<file path="config.mk">
export PLATFORM = sky130hd
export DESIGN_NAME = sram_bridge
export DESIGN_NICKNAME = d
export VERILOG_FILES = /design/src/rtl/sram_bridge_pkg.sv /design/src/rtl/sram_bridge_load_align.sv /design/src/rtl/sram_bridge.sv
export SDC_FILE = /design/constraint.sdc
export NUM_CORES = 1
export LEC_CHECK = 0
export BUFFER_PORTS_ARGS = -buffer_cell sky130_fd_sc_hd__buf_2
export CELL_PAD_IN_SITES_DETAIL_PLACEMENT = 1
export CELL_PAD_IN_SITES_GLOBAL_PLACEMENT = 1
export CORE_ASPECT_RATIO = 0.9
export CORE_MARGIN = 4
export CORE_UTILIZATION = 25
export DETAILED_ROUTE_END_ITERATION = 7
export PLACE_DENSITY = 0.84
export SYNTH_ARGS = -nofsm -noshare
export SYNTH_HDL_FRONTEND = slang
export SYNTH_SLANG_ARGS = --single-unit
</file>
<file path="constraint.sdc">
create_clock -name clk -period 5.05 [get_ports clk]
set_input_delay 0.505 -clock clk [delete_from_list [all_inputs] [get_ports clk]]
set_output_delay 0.505 -clock clk [all_outputs]
set_load 0.005 [all_outputs]
</file>
<file path="src/rtl/sram_bridge_pkg.sv">
// Shared encodings for the SRAM bridge: access sizes, FSM states and
// store-lane helpers used by the top level.
package sram_bridge_pkg;

  localparam logic [1:0] SIZE_B = 2'b00;
  localparam logic [1:0] SIZE_H = 2'b01;
  localparam logic [1:0] SIZE_W = 2'b10;
  localparam logic [1:0] SIZE_X = 2'b11;

  typedef enum logic [1:0] {
    IDLE = 2'd0,
    READ = 2'd1,
    RESP = 2'd2
  } state_e;

  // Offset is only meaningful for byte/half; illegal sizes never reach the SRAM.
  function automatic logic [3:0] byteEnable(input logic [1:0] size, input logic [1:0] offset);
    case (size)
      SIZE_B:  return 4'b0001 << offset;
      SIZE_H:  return 4'b0011 << offset;
      default: return 4'b1111;
    endcase
  endfunction

  function automatic logic [31:0] storeData(input logic [1:0] size, input logic [31:0] data);
    case (size)
      SIZE_B:  return {4{data[7:0]}};
      SIZE_H:  return {2{data[15:0]}};
      default: return data;
    endcase
  endfunction

endpackage

</file>
<file path="src/rtl/sram_bridge_load_align.sv">
// Load alignment: shifts the addressed lane down to bit 0, then masks to the
// access size and sign- or zero-extends.
module sram_bridge_load_align
  import sram_bridge_pkg::*;
(
  input  logic [31:0] data_i,
  input  logic [1:0]  offset_i,
  input  logic [1:0]  size_i,
  input  logic        signed_i,
  output logic [31:0] result_o
);

  logic [31:0] shifted;

  assign shifted = data_i >> {offset_i, 3'b000};

  always_comb begin
    result_o = shifted;
    case (size_i)
      SIZE_B:  result_o = {{24{signed_i & shifted[7]}}, shifted[7:0]};
      SIZE_H:  result_o = {{16{signed_i & shifted[15]}}, shifted[15:0]};
      default: result_o = shifted;
    endcase
  end

endmodule

</file>
<file path="src/rtl/sram_bridge.sv">
// Single-outstanding request bridge from a byte-addressed load/store port
// onto a word-wide SRAM with one-cycle read latency.
module sram_bridge
  import sram_bridge_pkg::*;
#(
  parameter  int DEPTH    = 1024,
  localparam int LOGDEPTH = $clog2(DEPTH)
) (
  input  logic                clk,
  input  logic                reset,
  input  logic                req_valid,
  output logic                req_ready,
  input  logic                req_write,
  input  logic [31:0]         req_addr,
  input  logic [1:0]          req_size,
  input  logic                req_signed,
  input  logic [31:0]         req_wdata,
  output logic                resp_valid,
  input  logic                resp_ready,
  output logic [31:0]         resp_rdata,
  output logic                resp_error,
  output logic                sram_read_req,
  output logic [LOGDEPTH-1:0] sram_read_addr,
  input  logic [31:0]         sram_read_data,
  output logic                sram_write_req,
  output logic [LOGDEPTH-1:0] sram_write_addr,
  output logic [3:0]          sram_write_byte_en,
  output logic [31:0]         sram_write_data
);

  localparam logic [29:0] DEPTH_WORDS = 30'(DEPTH);

  state_e      state_q;
  logic        respValid_q;
  logic        respError_q;
  logic [31:0] respData_q;
  logic [1:0]  loadOffset_q;
  logic [1:0]  loadSize_q;
  logic        loadSigned_q;

  logic        accept;
  logic        misaligned;
  logic        outOfRange;
  logic        reqError;
  logic [31:0] alignedData;

  assign misaligned = ((req_size == SIZE_H) && req_addr[0]) ||
                      ((req_size == SIZE_W) && (req_addr[1:0] != 2'b00));
  assign outOfRange = req_addr[31:2] >= DEPTH_WORDS;
  assign reqError   = (req_size == SIZE_X) || misaligned || outOfRange;

  assign req_ready = (state_q == IDLE) && !reset;
  assign accept    = req_valid && req_ready;

  // SRAM strobes are combinational so a store commits on the accept edge.
  assign sram_read_req      = accept && !req_write && !reqError;
  assign sram_write_req     = accept &&  req_write && !reqError;
  assign sram_read_addr     = req_addr[LOGDEPTH+1:2];
  assign sram_write_addr    = req_addr[LOGDEPTH+1:2];
  assign sram_write_byte_en = byteEnable(req_size, req_addr[1:0]);
  assign sram_write_data    = storeData(req_size, req_wdata);

  sram_bridge_load_align u_load_align (
    .data_i   (sram_read_data),
    .offset_i (loadOffset_q),
    .size_i   (loadSize_q),
    .signed_i (loadSigned_q),
    .result_o (alignedData)
  );

  always_ff @(posedge clk) begin
    if (reset) begin
      state_q      <= IDLE;
      respValid_q  <= 1'b0;
      respError_q  <= 1'b0;
      respData_q   <= '0;
      loadOffset_q <= '0;
      loadSize_q   <= SIZE_B;
      loadSigned_q <= 1'b0;
    end else begin
      case (state_q)
        IDLE: begin
          if (accept) begin
            respError_q  <= reqError;
            respData_q   <= '0;
            loadOffset_q <= req_addr[1:0];
            loadSize_q   <= req_size;
            loadSigned_q <= req_signed;
            if (reqError || req_write) begin
              respValid_q <= 1'b1;
              state_q     <= RESP;
            end else begin
              state_q <= READ;
            end
          end
        end
        READ: begin
          respData_q  <= alignedData;
          respError_q <= 1'b0;
          respValid_q <= 1'b1;
          state_q     <= RESP;
        end
        RESP: begin
          if (resp_ready) begin
            respValid_q <= 1'b0;
            state_q     <= IDLE;
          end
        end
        default: state_q <= IDLE;
      endcase
    end
  end

  assign resp_valid = respValid_q;
  assign resp_rdata = respData_q;
  assign resp_error = respError_q;

endmodule

</file>
**Word-level counts from Yosys, hierarchy flattened**

Cells that the tools add are included.

- Bits in registers: 41
- Bits of input ports: 104
- Output and inout bits: 93
- Logic and storage cells: 62

- Order comparisons: 1
- Equal/unequal tests: 9
- Shift operators: 3
- Multiplexer cells: 15
- Bitwise operators: 2
- Reduce and logical (&&, ||, !) cells: 25

Operators by type and width:

| kind | number |
|---|---|
| 32-bit one-hot mux with 2 select lines | 3 |
| 32-bit two-way mux | 1 |
| 32-bit by 5-bit >> shifter with 32-bit output | 1 |
| 30-bit by 11-bit >= comparator with 1-bit output, second input constant | 1 |
| 1-bit logical AND | 8 |
| 4-bit one-hot mux with 2 select lines | 1 |
| 2-bit by 1-bit equality test with 1-bit output, second input constant | 3 |
| 2-bit equality test, second input constant | 3 |
| 2-bit zero test | 3 |
| 2-bit two-way mux | 3 |
| 2-bit one-hot mux with 3 select lines | 1 |
| 2-bit AND reduction | 3 |
| 1-bit logical OR | 4 |
| 1-bit two-way mux | 4 |
| 2-bit inequality test, second input constant | 2 |
| 4-bit AND reduction | 1 |
| 2-bit nonzero test | 2 |
| 1-bit by 2-bit << shifter with 4-bit output, first input constant | 1 |
| 2-bit by 2-bit << shifter with 4-bit output, first input constant | 1 |
| 1-bit zero test | 3 |
| 1-bit one-hot mux with 3 select lines | 1 |
| 3-bit nonzero test | 1 |
| 1-bit AND | 2 |
| 2-bit by 1-bit inequality test with 1-bit output, second input constant | 1 |
| 1-bit one-hot mux with 2 select lines | 1 |

**Depth between registers and ports, before layout**

- Depth in word-level cells: 9
- Mapped depth: 7
- Gate-level depth less buffers: 4

**Cells and area by module**

Synthesis repeated with hierarchy kept, for this count alone.

- Cell total of the unflattened synthesis: 388
- Area, all modules: 3039.2 um^2

By module, submodules not included:

| module | times used | cells each | area each (um^2) |
|---|---|---|---|
| sram_bridge | 1 | 282 | 2230.9 |
| sram_bridge_load_align | 1 | 106 | 808.3 |

**Least setup slack after synthesis**

OpenSTA, ideal clock, no wires.

- Path type: in2out
- Start: input port reset
- End: output port sram_read_req
- Arrival time: 1.619 ns
- Data required time: 4.545 ns
- Slack: 2.926 ns
- Cell stages on the path: 5
- Buffers on the path: 2
- Cell sequence: clkbuf_1 nor3_1 nand2_1 clkbuf_1 nor4_1

- Cells in the longest elaborated chain, start to end: 5

RTL lines:

| element | RTL line | source |
|---|---|---|
| from (decl) | sram_bridge.sv:10 | `input logic reset,` |
| 1-bit zero test | sram_bridge.sv:52 | `assign req_ready = (state_q == IDLE) && !reset;` |
| 1-bit logical AND | sram_bridge.sv:52 |  |
| net req_ready | sram_bridge.sv:12 | `output logic req_ready,` |
| 1-bit logical AND | sram_bridge.sv:53 | `assign accept = req_valid && req_ready;` |
| 1-bit logical AND (2 in series) | sram_bridge.sv:56 | `assign sram_read_req = accept && !req_write && !reqError;` |
| to (decl) | sram_bridge.sv:22 | `output logic sram_read_req,` |

The timed path passes the listed nets, and every way through them passes these cells.

**Final worst setup path**

- Start: input port req_size[1]
- End: output port sram_write_data[13]

- Cells in the longest elaborated chain, start to end: 2
- Elaborated cells between the ends (all ways): 3

RTL lines:

| element | RTL line | source |
|---|---|---|
| from (decl) | sram_bridge.sv:15 | `input logic [1:0] req_size,` |
| 2-bit by 1-bit equality test with 1-bit output / 2-bit zero test (equally long branches) | sram_bridge_pkg.sv:26 | `case (size)` |
| 32-bit one-hot mux with 2 select lines * | sram_bridge_pkg.sv:26 |  |
| to (decl) | sram_bridge.sv:28 | `output logic [31:0] sram_write_data` |

Mark *: on every way between the ends. The rest lies on a longest branch, timed or not.

==> impl_metrics.ini <==
[final_layout]
stdcell_area_um2 = 3560
final_cells = 565
layout-drive-gt1-share_pct = 48.9
syn_to_final_growth_pct = 31.6
multi_input_area_um2 = 1550
regArea_um2 = 821
fillers = 1261
diodes = 0
finalNetCount = 539

[global_routing]
grt_antenna_before_repair = 0
grtUsageTotal_pct = 17.5
grt_pass1_wl_um = 17300
grt_pass1_vias = 3138
grt_busiest_layer = met2
grt_use_met1_pct = 18.9
gr-usage-met2_pct = 33.0
grt_use_met3_pct = 5.17
grt_max_degree = 35
grt.overflow.total = 0

[power_and_ir_drop]
p_leak_nw = 1.64
power_density_nw_per_um2 = 254
irDropWorstVdd_uv = 110

[route]
antenna_left = 0
wire_per_inst_um = 19.8
drt_wl_total_um = 11200
drt_iter0_markers = 180
drt_first_pass_iters = 4
vias = 2875
via_per_inst = 5.09
drc = 0

[die]
io_pins = 197
rows = 35
die_height_um = 107
start_util_pct = 26.0
die_width_um = 118
die_area_um2 = 12600
core_um2 = 10400

[critical_path]
cp_common_cell = buf_2
cp_slowest_cell = nor2_1
cpPeakStageDelay_ps = 710
worst_ep_required_time_ps = 4550
startpoint_type = primary input
crit_path_cell_trace = buf_2 > nor2_1 > mux2_2 > buf_2
crit_buf_inv = 2
crit_path_end_kind = output pin
worstPathArrival_ps = 2040
worstPathMaxFanout = 32
path_class = in2out
cp_top_family = simple AND/OR/NAND/NOR gates

[min_path]
hold_path.class = in2reg

[sta]
period_needed_ps = 2540
rsz0062_at_grt = no
tns_ps = 0
hold_viol_final = 0
setup_viol = 0
fin_crit_sh_pct = 50.4
slew_viol_final = 0
slew_headroom_pct = 27.3
worst_slew_pin_slew_ps = 1080
fin_skew_ps = 3.59
fmax_mhz = 393

[place]
place.gp.congestion = 0.930
port_buffers = 166
place_area_um2 = 3390
dp_cells = 557
hpwl_um = 9020

[logic_synthesis]
ys_seq_area_share_pct = 30.3
synth-edff-count = 0
ys_seq_elements = 41
synthSimpleGateAreaFrac_pct = 16.5
synth_top_family_by_area = multiplexers
synthMuxAreaShare_pct = 20.2
synth_compound_area_share_pct = 20.2
synth_nets = 416
synth_xor_xnor_area_share_pct = 0.324
syn_area_um2 = 2710
ys_types = 40
synth_area_per_cell_um2 = 8.67
synthArstFlopShare_pct = 0
yosys_most_used_dff = dfxtp_1
yosys.area_share.adder_pct = 0
synth_warnings = 0
syn_inst = 312

[clock_network]
ctsResizeCount = 0
cts_root_buffer = clkbuf_16
clock_sinks = 41
holdBufCountCts = 0
clock_path_buffers = 2
cts_max_level = 2
clk_latency_ps = 280
cts_buffers = 5
clkSlewWorstSetupHoldPaths_ps = 60
cts_post_setup_buffers_inserted = 0
tritoncts = built

[job]
maxCapViolations = 0

[status]
status = finished clean
state kept, by name (all words and copies together) (netlist names):
signal        count
resp_rdata       32
state_q           2
loadOffset_q      2
loadSize_q        2
loadSigned_q      1
resp_valid        1
resp_error        1
synth_stat cells, types with 2 or more instances:
master    instances  area [um^2]
inv_1             3         11.3
clkbuf_1         14         52.6
and2_1            2         12.5
nand2b_1          3         18.8
buf_6             2         22.5
nor2_1            6         22.5
nor2b_1           3         18.8
a221o_2           6         67.6
nor3_1            2         10.0
mux2i_1          22          220
nor4_1            7         43.8
and3_1            2         12.5
dfxtp_1          41          821
mux2_2           26          293
nand3b_1         10         75.1
buf_1             2         7.51
o211ai_1          7         52.6
nand3_1           9         45.0
a221o_1          10          100
nand2_1          34          128
o31ai_1           2         15.0
o21bai_1          3         22.5
buf_4            29          218
a21oi_1          19         95.1
o21ai_0          29          145
buf_2             5         25.0
worst min-delay path, stage by stage:
cell and delay [ps]:
buf_2 80, nand2_1 40, nand2_1 40
per-layer routing:
layer	share of wire (%)	wire, um	up-vias
met3	7.7	854	19
li1	-	-	1362
met4	1.5	169	0
met5	0	0	-
met1	39	4320	1360
met2	52	5820	134
final timing paths:
kind                                                  start                          end  slack, ps  depth (start not counted)
worst max-delay path                            req_size[1]          sram_write_data[13]       2510                          4
worst min-delay path                             req_signed    loadSigned_q$_SDFFE_PP0P_        410                          3
worst max register to register      state_q[0]$_SDFFE_PP0P_  resp_rdata[16]$_SDFFE_PP0P_       2580                          4
worst min register to register  resp_rdata[12]$_SDFFE_PP0P_  resp_rdata[12]$_SDFFE_PP0P_        460                          2
cell families after synthesis:
group,after synthesis
simple gates,83
xor+xnor,1
flops,41
buf+inv,55
compound gates,82
mux,50
power by group:
part | internal (mW) | total, mW | leakage [nW] | switching [mW]
clock network | 0.247 | 0.377 | 0.0841 | 0.130
registers | 0.328 | 0.338 | 0.332 | 0.00954
logic | 0.0892 | 0.189 | 1.22 | 0.0999
metrics by stage:
| step | worst slack (ps) | hold WS [ps] | util, % | power (mW) |
|---|---|---|---|---|
| after floorplan | 2930 | 449 | - | 0.457 |
| after global placement | 2610 | 437 | 32.5 | 0.527 |
| after detailed placement | 2520 | 450 | 32.5 | 0.533 |
| after CTS | 2520 | 407 | 34.2 | 0.910 |
| after global routing | 2330 | 421 | 34.2 | 0.946 |
| final | 2510 | 407 | 34.2 | 0.904 |
layout make-up:
type	instances	area share, %
multi-input cells	216	43.5
repair buffers	168	23.8
well taps	129	4.53
clock buffers	7	4.01
flip-flops and latches	41	23.1
clock inverters	1	0.844
inverters	3	0.316
cells in the final DEF, fill, tap and decap left out, types with 2 or more instances in the layout:
cell	Yosys	final
o31ai_1	2	2
nor2b_1	3	3
a21oi_1	19	19
and2_1	2	2
nor2_1	6	6
mux2i_1	22	22
nand2b_1	3	3
dfxtp_1	41	41
nand3b_1	10	10
o21bai_1	3	3
buf_4	29	2
nand3_1	9	9
inv_1	3	3
nor4_1	7	7
nand2_1	34	34
a221o_1	10	10
and3_1	2	2
buf_2	5	166
clkbuf_16	0	5
mux2_2	26	26
o211ai_1	7	7
nor3_1	2	2
o21ai_0	29	29
a221o_2	6	6
Note: power is estimated with default switching activity, not from simulation.
